`src/rtl/sdb_to_bin_conv.sv`:
```
// sdb_to_bin_conv: serial signed-digit to two's complement converter (optional SDB_CONV_EARLY_EXIT_EN)
module sdb_to_bin_conv #(
    parameter int WIDTH = 16,
    parameter int CHUNK = 4
) (
    input  logic             clk,
    input  logic             rst,
    input  logic             in_valid,
    output logic             in_ready,
    input  logic [WIDTH-1:0] dp,
    input  logic [WIDTH-1:0] dn,
    output logic             out_valid,
    input  logic             out_ready,
    output logic [WIDTH:0]   res,
    output logic             res_neg
);
    localparam int N  = WIDTH / CHUNK;
    localparam int IW = N > 1 ? $clog2(N) : 1;

    typedef enum logic [1:0] {IDLE, CONV, DONE} state_t;

    state_t           state;
    logic [WIDTH-1:0] pd, nd, r, r_next;
    logic [IW-1:0]    idx;
    logic             borrow, last;
    logic [CHUNK:0]   diff;

    assign in_ready = state == IDLE;
    assign res_neg  = res[WIDTH];
    assign diff     = {1'b0, pd[CHUNK-1:0]} - {1'b0, nd[CHUNK-1:0]} - {{CHUNK{1'b0}}, borrow};

    // chunks above the current one are pre-filled with the new borrow, which is
    // exactly the sign extension needed when no set digits remain
    always_comb begin
        r_next = r;
        for (int j = 0; j < N; j++)
            if (IW'(j) == idx) r_next[j*CHUNK +: CHUNK] = diff[CHUNK-1:0];
            else if (IW'(j) > idx) r_next[j*CHUNK +: CHUNK] = {CHUNK{diff[CHUNK]}};
    end

`ifdef SDB_CONV_EARLY_EXIT_EN
    assign last = idx == IW'(N - 1) || ~|((pd | nd) >> CHUNK);
`else
    assign last = idx == IW'(N - 1);
`endif

    always_ff @(posedge clk) begin
        if (rst) begin
            state     <= IDLE;
            out_valid <= 1'b0;
            res       <= '0;
            borrow    <= 1'b0;
            idx       <= '0;
            pd        <= '0;
            nd        <= '0;
            r         <= '0;
        end else begin
            case (state)
                IDLE: if (in_valid) begin
                    pd     <= dp;
                    nd     <= dn;
                    borrow <= 1'b0;
                    idx    <= '0;
                    state  <= CONV;
                end
                CONV: begin
                    pd     <= pd >> CHUNK;
                    nd     <= nd >> CHUNK;
                    r      <= r_next;
                    borrow <= diff[CHUNK];
                    idx    <= idx + 1'b1;
                    if (last) begin
                        res       <= {diff[CHUNK], r_next};
                        out_valid <= 1'b1;
                        state     <= DONE;
                    end
                end
                default: if (out_ready) begin
                    out_valid <= 1'b0;
                    state     <= IDLE;
                end
            endcase
        end
    end
endmodule
```
`config.mk`:
```
export PLATFORM = sky130hd
export DESIGN_NAME = sdb_to_bin_conv
export DESIGN_NICKNAME = d
export VERILOG_FILES = /design/src/rtl/sdb_to_bin_conv.sv
export SDC_FILE = /design/constraint.sdc
export NUM_CORES = 1
export LEC_CHECK = 0
export ABC_AREA = 1
export CAP_MARGIN = 15
export CORE_ASPECT_RATIO = 0.9
export CORE_UTILIZATION = 47
export DETAILED_ROUTE_END_ITERATION = 12
export PLACE_DENSITY_LB_ADDON = 0.2
export SETUP_SLACK_MARGIN = 0.15
export SLEW_MARGIN = 40
export SYNTH_ARGS = -nofsm -noshare
export SYNTH_HDL_FRONTEND = slang
export SYNTH_SLANG_ARGS = --single-unit
export TNS_END_PERCENT = 100
```
`constraint.sdc`:
```
create_clock -name clk -period 2.05 [get_ports clk]
set_input_delay 0.3075 -clock clk [delete_from_list [all_inputs] [get_ports clk]]
set_output_delay 0.3075 -clock clk [all_outputs]
set_load 0.02 [all_outputs]
```
==> flow_summary.html <==
<table>
<tr><th>Metric</th><th>Value</th></tr>
<tr><th colspan="2">Outcome</th></tr>
<tr><td>Status</td><td>finished, final reports clean</td></tr>
<tr><th colspan="2">Placement</th></tr>
<tr><td>GP Congestion</td><td>0.8319</td></tr>
<tr><td>DP Wirelength</td><td>4540 µm</td></tr>
<tr><td>Cell Count Post-Placement</td><td>511</td></tr>
<tr><td>Number of input and output port buffers inserted</td><td>55</td></tr>
<tr><th colspan="2">Critical path</th></tr>
<tr><td>Endpoint kind of the worst setup timing path</td><td>flip-flop</td></tr>
<tr><td>Worst Reg-to-Reg Cells</td><td>12</td></tr>
<tr><td>CP Class</td><td>flip-flop to flip-flop</td></tr>
<tr><td>Slack of the worst reg-to-reg path</td><td>0.1 ns</td></tr>
<tr><td>Max FO, Critical Path</td><td>4</td></tr>
<tr><td>Endpoint of the worst setup timing path</td><td>r[6]</td></tr>
<tr><td>RR Startpoint</td><td>nd[0]</td></tr>
<tr><td>Endpoint required time on the critical path</td><td>2.33 ns</td></tr>
<tr><td>Kind of launch point of the worst setup path</td><td>flip-flop</td></tr>
<tr><td>Data arrival time of the critical path</td><td>2.23 ns</td></tr>
<tr><td>Worst r2r dst</td><td>r[6]</td></tr>
<tr><td>Start point of the critical path</td><td>nd[0]</td></tr>
<tr><th colspan="2">Clocking</th></tr>
<tr><td>CTS tree</td><td>yes</td></tr>
<tr><td>H-tree levels</td><td>3</td></tr>
<tr><td>Clock transition time at the flip-flop clock pins of the worst setup and hold paths</td><td>0.07 ns</td></tr>
<tr><td>Clock Root Buffer</td><td>sky130_fd_sc_hd__clkbuf_8</td></tr>
<tr><td>Cts hold-fix bufs</td><td>0</td></tr>
<tr><td>TritonCTS buffer count</td><td>9</td></tr>
<tr><td>TritonCTS sink count</td><td>67</td></tr>
<tr><td>CTS max path bufs</td><td>2</td></tr>
<tr><td>Insertion delay to the later sink of the worst-skew pair</td><td>0.34 ns</td></tr>
<tr><th colspan="2">Power and ir drop</th></tr>
<tr><td>Clock power frac</td><td>0.310</td></tr>
<tr><td>Switching power</td><td>0.001109 W</td></tr>
<tr><td>Combinational share of power</td><td>0.270</td></tr>
<tr><td>Cell area power density</td><td>867.4 mW/mm²</td></tr>
<tr><td>Sequential power share</td><td>0.420</td></tr>
<tr><td>Internal power</td><td>0.002374 W</td></tr>
<tr><td>Switching portion of total power</td><td>0.3183</td></tr>
<tr><td>Static leakage</td><td>1.634 nW</td></tr>
<tr><td>Maximum vdd drop</td><td>507.1 µV</td></tr>
<tr><td>Sum of internal, switching and leakage power</td><td>0.003483 W</td></tr>
<tr><th colspan="2">STA</th></tr>
<tr><td>Peak Freq</td><td>512.1 MHz</td></tr>
<tr><td>Number of endpoints with negative hold slack in the final report</td><td>0</td></tr>
<tr><td>Post-Route Skew</td><td>0.009145 ns</td></tr>
<tr><td>Endpoints failing setup</td><td>0</td></tr>
<tr><td>Worst Max-Slew Pin Slew</td><td>0.4846 ns</td></tr>
<tr><td>Unrepaired setup endpoints after global routing</td><td>true</td></tr>
<tr><td>Time the worst path needs with I/O delays and setup</td><td>1.953 ns</td></tr>
<tr><td>Final max-slew violation count</td><td>0</td></tr>
<tr><td>Rel. slew slack</td><td>0.6769</td></tr>
<tr><td>Fin crit share</td><td>0.9526</td></tr>
<tr><th colspan="2">GRT</th></tr>
<tr><td>Vias in the first global route</td><td>2544</td></tr>
<tr><td>Overflow after GRT</td><td>0</td></tr>
<tr><td>Initial antenna violation count</td><td>0</td></tr>
<tr><td>Total routing usage reported by global routing</td><td>0.2238</td></tr>
<tr><td>Maximum number of pins on one net before global-route repair</td><td>50</td></tr>
<tr><td>First-pass GRT wire length</td><td>11690 µm</td></tr>
<tr><th colspan="2">Route</th></tr>
<tr><td>Via-to-Cell Ratio</td><td>5.250</td></tr>
<tr><td>Number of nets still failing antenna checks after routing</td><td>0</td></tr>
<tr><td>Router iterations before antenna repair</td><td>5</td></tr>
<tr><td>Total via count in the routed design</td><td>2777</td></tr>
<tr><td>Routed wire per std cell</td><td>13.37 µm</td></tr>
<tr><td>Wire length after detailed routing</td><td>7072 µm</td></tr>
<tr><td>Count of routing violations after the opening detailed-route iteration</td><td>103</td></tr>
<tr><td>Residual DRC</td><td>0</td></tr>
<tr><th colspan="2">Min path</th></tr>
<tr><td>Worst hold-check path type</td><td>flip-flop to flip-flop</td></tr>
<tr><th colspan="2">Floorplan</th></tr>
<tr><td>Site Rows</td><td>27</td></tr>
<tr><td>Floorplan Core Area</td><td>0.006115 mm²</td></tr>
<tr><td>Die area</td><td>0.006686 mm²</td></tr>
<tr><td>I/O pins</td><td>56</td></tr>
<tr><td>Die Span X</td><td>86.08 µm</td></tr>
<tr><td>Die height</td><td>77.67 µm</td></tr>
<tr><td>Initial core utilization</td><td>0.4891</td></tr>
<tr><th colspan="2">Layout</th></tr>
<tr><td>Most common cell after layout, fill and taps aside</td><td>sky130_fd_sc_hd__dfxtp_1</td></tr>
<tr><td>Fill cells</td><td>555</td></tr>
<tr><td>Most frequent cells in the layout</td><td>sky130_fd_sc_hd__dfxtp_1, sky130_fd_sc_hd__clkdlybuf4s50_1, sky130_fd_sc_hd__a21oi_1, sky130_fd_sc_hd__o21ai_0, sky130_fd_sc_hd__inv_1</td></tr>
<tr><td>Ratio of cells with drive above 1 in the final layout</td><td>0.1697</td></tr>
<tr><td>Number of standard cells in the final layout excluding fillers</td><td>529</td></tr>
<tr><td>Number of diodes added for antenna fixing</td><td>0</td></tr>
<tr><td>Number of nets at the end of the flow</td><td>485</td></tr>
<tr><td>Layout area overhead</td><td>34.27%</td></tr>
<tr><th colspan="2">Yosys</th></tr>
<tr><td>Post-Syn Area per Cell</td><td>7.787 µm²</td></tr>
<tr><td>Sequential area share after synthesis</td><td>0.4485</td></tr>
<tr><td>Area of the mapped netlist</td><td>0.002990 mm²</td></tr>
<tr><td>Count of unique library cells instantiated by Yosys</td><td>29</td></tr>
<tr><td>Synth Net Count</td><td>432</td></tr>
<tr><td>Cells after Synth</td><td>384</td></tr>
<tr><td>Count of synthesis-stage warnings from yosys</td><td>0</td></tr>
<tr><td>Number of storage elements in the synthesis netlist</td><td>67</td></tr>
<tr><th colspan="2">Flow run</th></tr>
<tr><td>Number of max-capacitance violations reported</td><td>0</td></tr>
</table>
[critical path: stages, from the launching register on]
cell                      delay (ns)
sky130_fd_sc_hd__dfxtp_2        0.34
sky130_fd_sc_hd__inv_2          0.04
sky130_fd_sc_hd__fa_2           0.38
sky130_fd_sc_hd__fa_2           0.39
sky130_fd_sc_hd__inv_2          0.08
sky130_fd_sc_hd__nand2_4        0.06
sky130_fd_sc_hd__nand2_4        0.08
sky130_fd_sc_hd__nand2_4        0.06
sky130_fd_sc_hd__nand2_4        0.09
sky130_fd_sc_hd__nand3_4        0.10
sky130_fd_sc_hd__nand2_2        0.09
sky130_fd_sc_hd__nand2_2        0.06
sky130_fd_sc_hd__a21oi_2        0.12
[timing repair]
item                                    4_1_cts  5_1_grt
endpoints found under the setup margin       23       26
hold endpoints to repair                      0        0
pin swaps                                     5       14
buffers inserted                              0        2
gates resized for setup                      26       36
[kinds of logic after synthesis]
family          synth area share
xor+xnor                0.002929
compound gates            0.2678
fa+ha+maj                0.05523
simple gates              0.1305
flops                     0.4485
buf+inv                  0.09498
[sequential cells by signal (all words and copies together), names as in the netlist]
| register | cells |
|---|---|
| res | 17 |
| nd | 16 |
| pd | 16 |
| r | 12 |
| idx | 2 |
| state | 2 |
| borrow | 1 |
| out_valid | 1 |
[routing by layer]
| metal | up-vias | track usage | wire (µm) |
|---|---|---|---|
| met5 | - | 0 | 0 |
| met4 | 0 | 0.07000 | 63 |
| met3 | 7 | 0.07021 | 300 |
| met2 | 63 | 0.3833 | 3560 |
| met1 | 1282 | 0.2657 | 3147 |
| li1 | 1425 | - | - |
[power groups by stage]
stage | Sequential (W) | Combinational (W) | Clock [W]
after floorplan | 0.00147 | 0.000508 | 0
after global placement | 0.00148 | 0.000717 | 0
after detailed placement | 0.00149 | 0.000732 | 0
after CTS | 0.00146 | 0.000826 | 0.00111
after global routing | 0.00147 | 0.00104 | 0.00117
final | 0.00146 | 0.000939 | 0.00108
[area by class of cell]
cell class                      count  area, µm²  area share
Inverter                           42      167.7     0.04176
Clock inverter                      4      50.05     0.01246
Clock buffer                       12      145.1     0.03615
Tap cell                           87      108.9     0.02711
Timing Repair Buffer               67      651.9      0.1624
Multi-Input combinational cell    250       1548      0.3855
Sequential cell                    67       1344      0.3347
[through the flow]
step                      hold slack, ns  setup WS [ns]  setup TNS [ns]  instance area (µm²)    util
after floorplan                   0.4453         0.1310               0                 2998       -
after global placement            0.4537        0.07138               0                 3626  0.5930
after detailed placement          0.4572       0.006634               0                 3626  0.5930
after CTS                         0.4683        0.07885               0                 3902  0.6382
after global routing              0.4892      -0.008299        -0.01478                 4015  0.6566
final                             0.4634        0.09716               0                 4015  0.6566
[synthesized netlist by cell type]
master	instances	share of area
sky130_fd_sc_hd__a21oi_1	60	0.10
sky130_fd_sc_hd__a31oi_1	1	0.0021
sky130_fd_sc_hd__and2_1	1	0.0021
sky130_fd_sc_hd__buf_1	2	0.0025
sky130_fd_sc_hd__buf_2	8	0.013
sky130_fd_sc_hd__buf_4	2	0.0050
sky130_fd_sc_hd__buf_6	1	0.0038
sky130_fd_sc_hd__clkbuf_1	12	0.015
sky130_fd_sc_hd__clkinv_1	1	0.0013
sky130_fd_sc_hd__clkinv_4	1	0.0029
sky130_fd_sc_hd__dfxtp_1	67	0.45
sky130_fd_sc_hd__fa_1	2	0.013
sky130_fd_sc_hd__ha_1	10	0.042
sky130_fd_sc_hd__inv_1	39	0.049
sky130_fd_sc_hd__inv_4	1	0.0021
sky130_fd_sc_hd__nand2_1	44	0.055
sky130_fd_sc_hd__nand2_4	2	0.0075
sky130_fd_sc_hd__nand3_1	27	0.045
sky130_fd_sc_hd__nand3b_1	1	0.0025
sky130_fd_sc_hd__nor2_1	13	0.016
sky130_fd_sc_hd__nor3_1	1	0.0017
sky130_fd_sc_hd__o211ai_1	3	0.0075
sky130_fd_sc_hd__o21a_1	6	0.015
sky130_fd_sc_hd__o21ai_0	51	0.085
sky130_fd_sc_hd__o21ai_1	1	0.0017
sky130_fd_sc_hd__o21bai_1	1	0.0025
sky130_fd_sc_hd__o221ai_1	1	0.0029
sky130_fd_sc_hd__o22ai_1	24	0.050
sky130_fd_sc_hd__xor2_1	1	0.0029
[how the worst min path moves through the flow]
stage | from | depth (start not counted) | end
after floorplan | nd[12] | 2 | nd[12]
after global placement | out_valid | 2 | out_valid
after detailed placement | nd[13] | 2 | nd[13]
after CTS | nd[13] | 2 | nd[13]
after global routing | pd[13] | 2 | pd[13]
final | out_valid | 2 | out_valid
(Power assumes the default switching activity.)
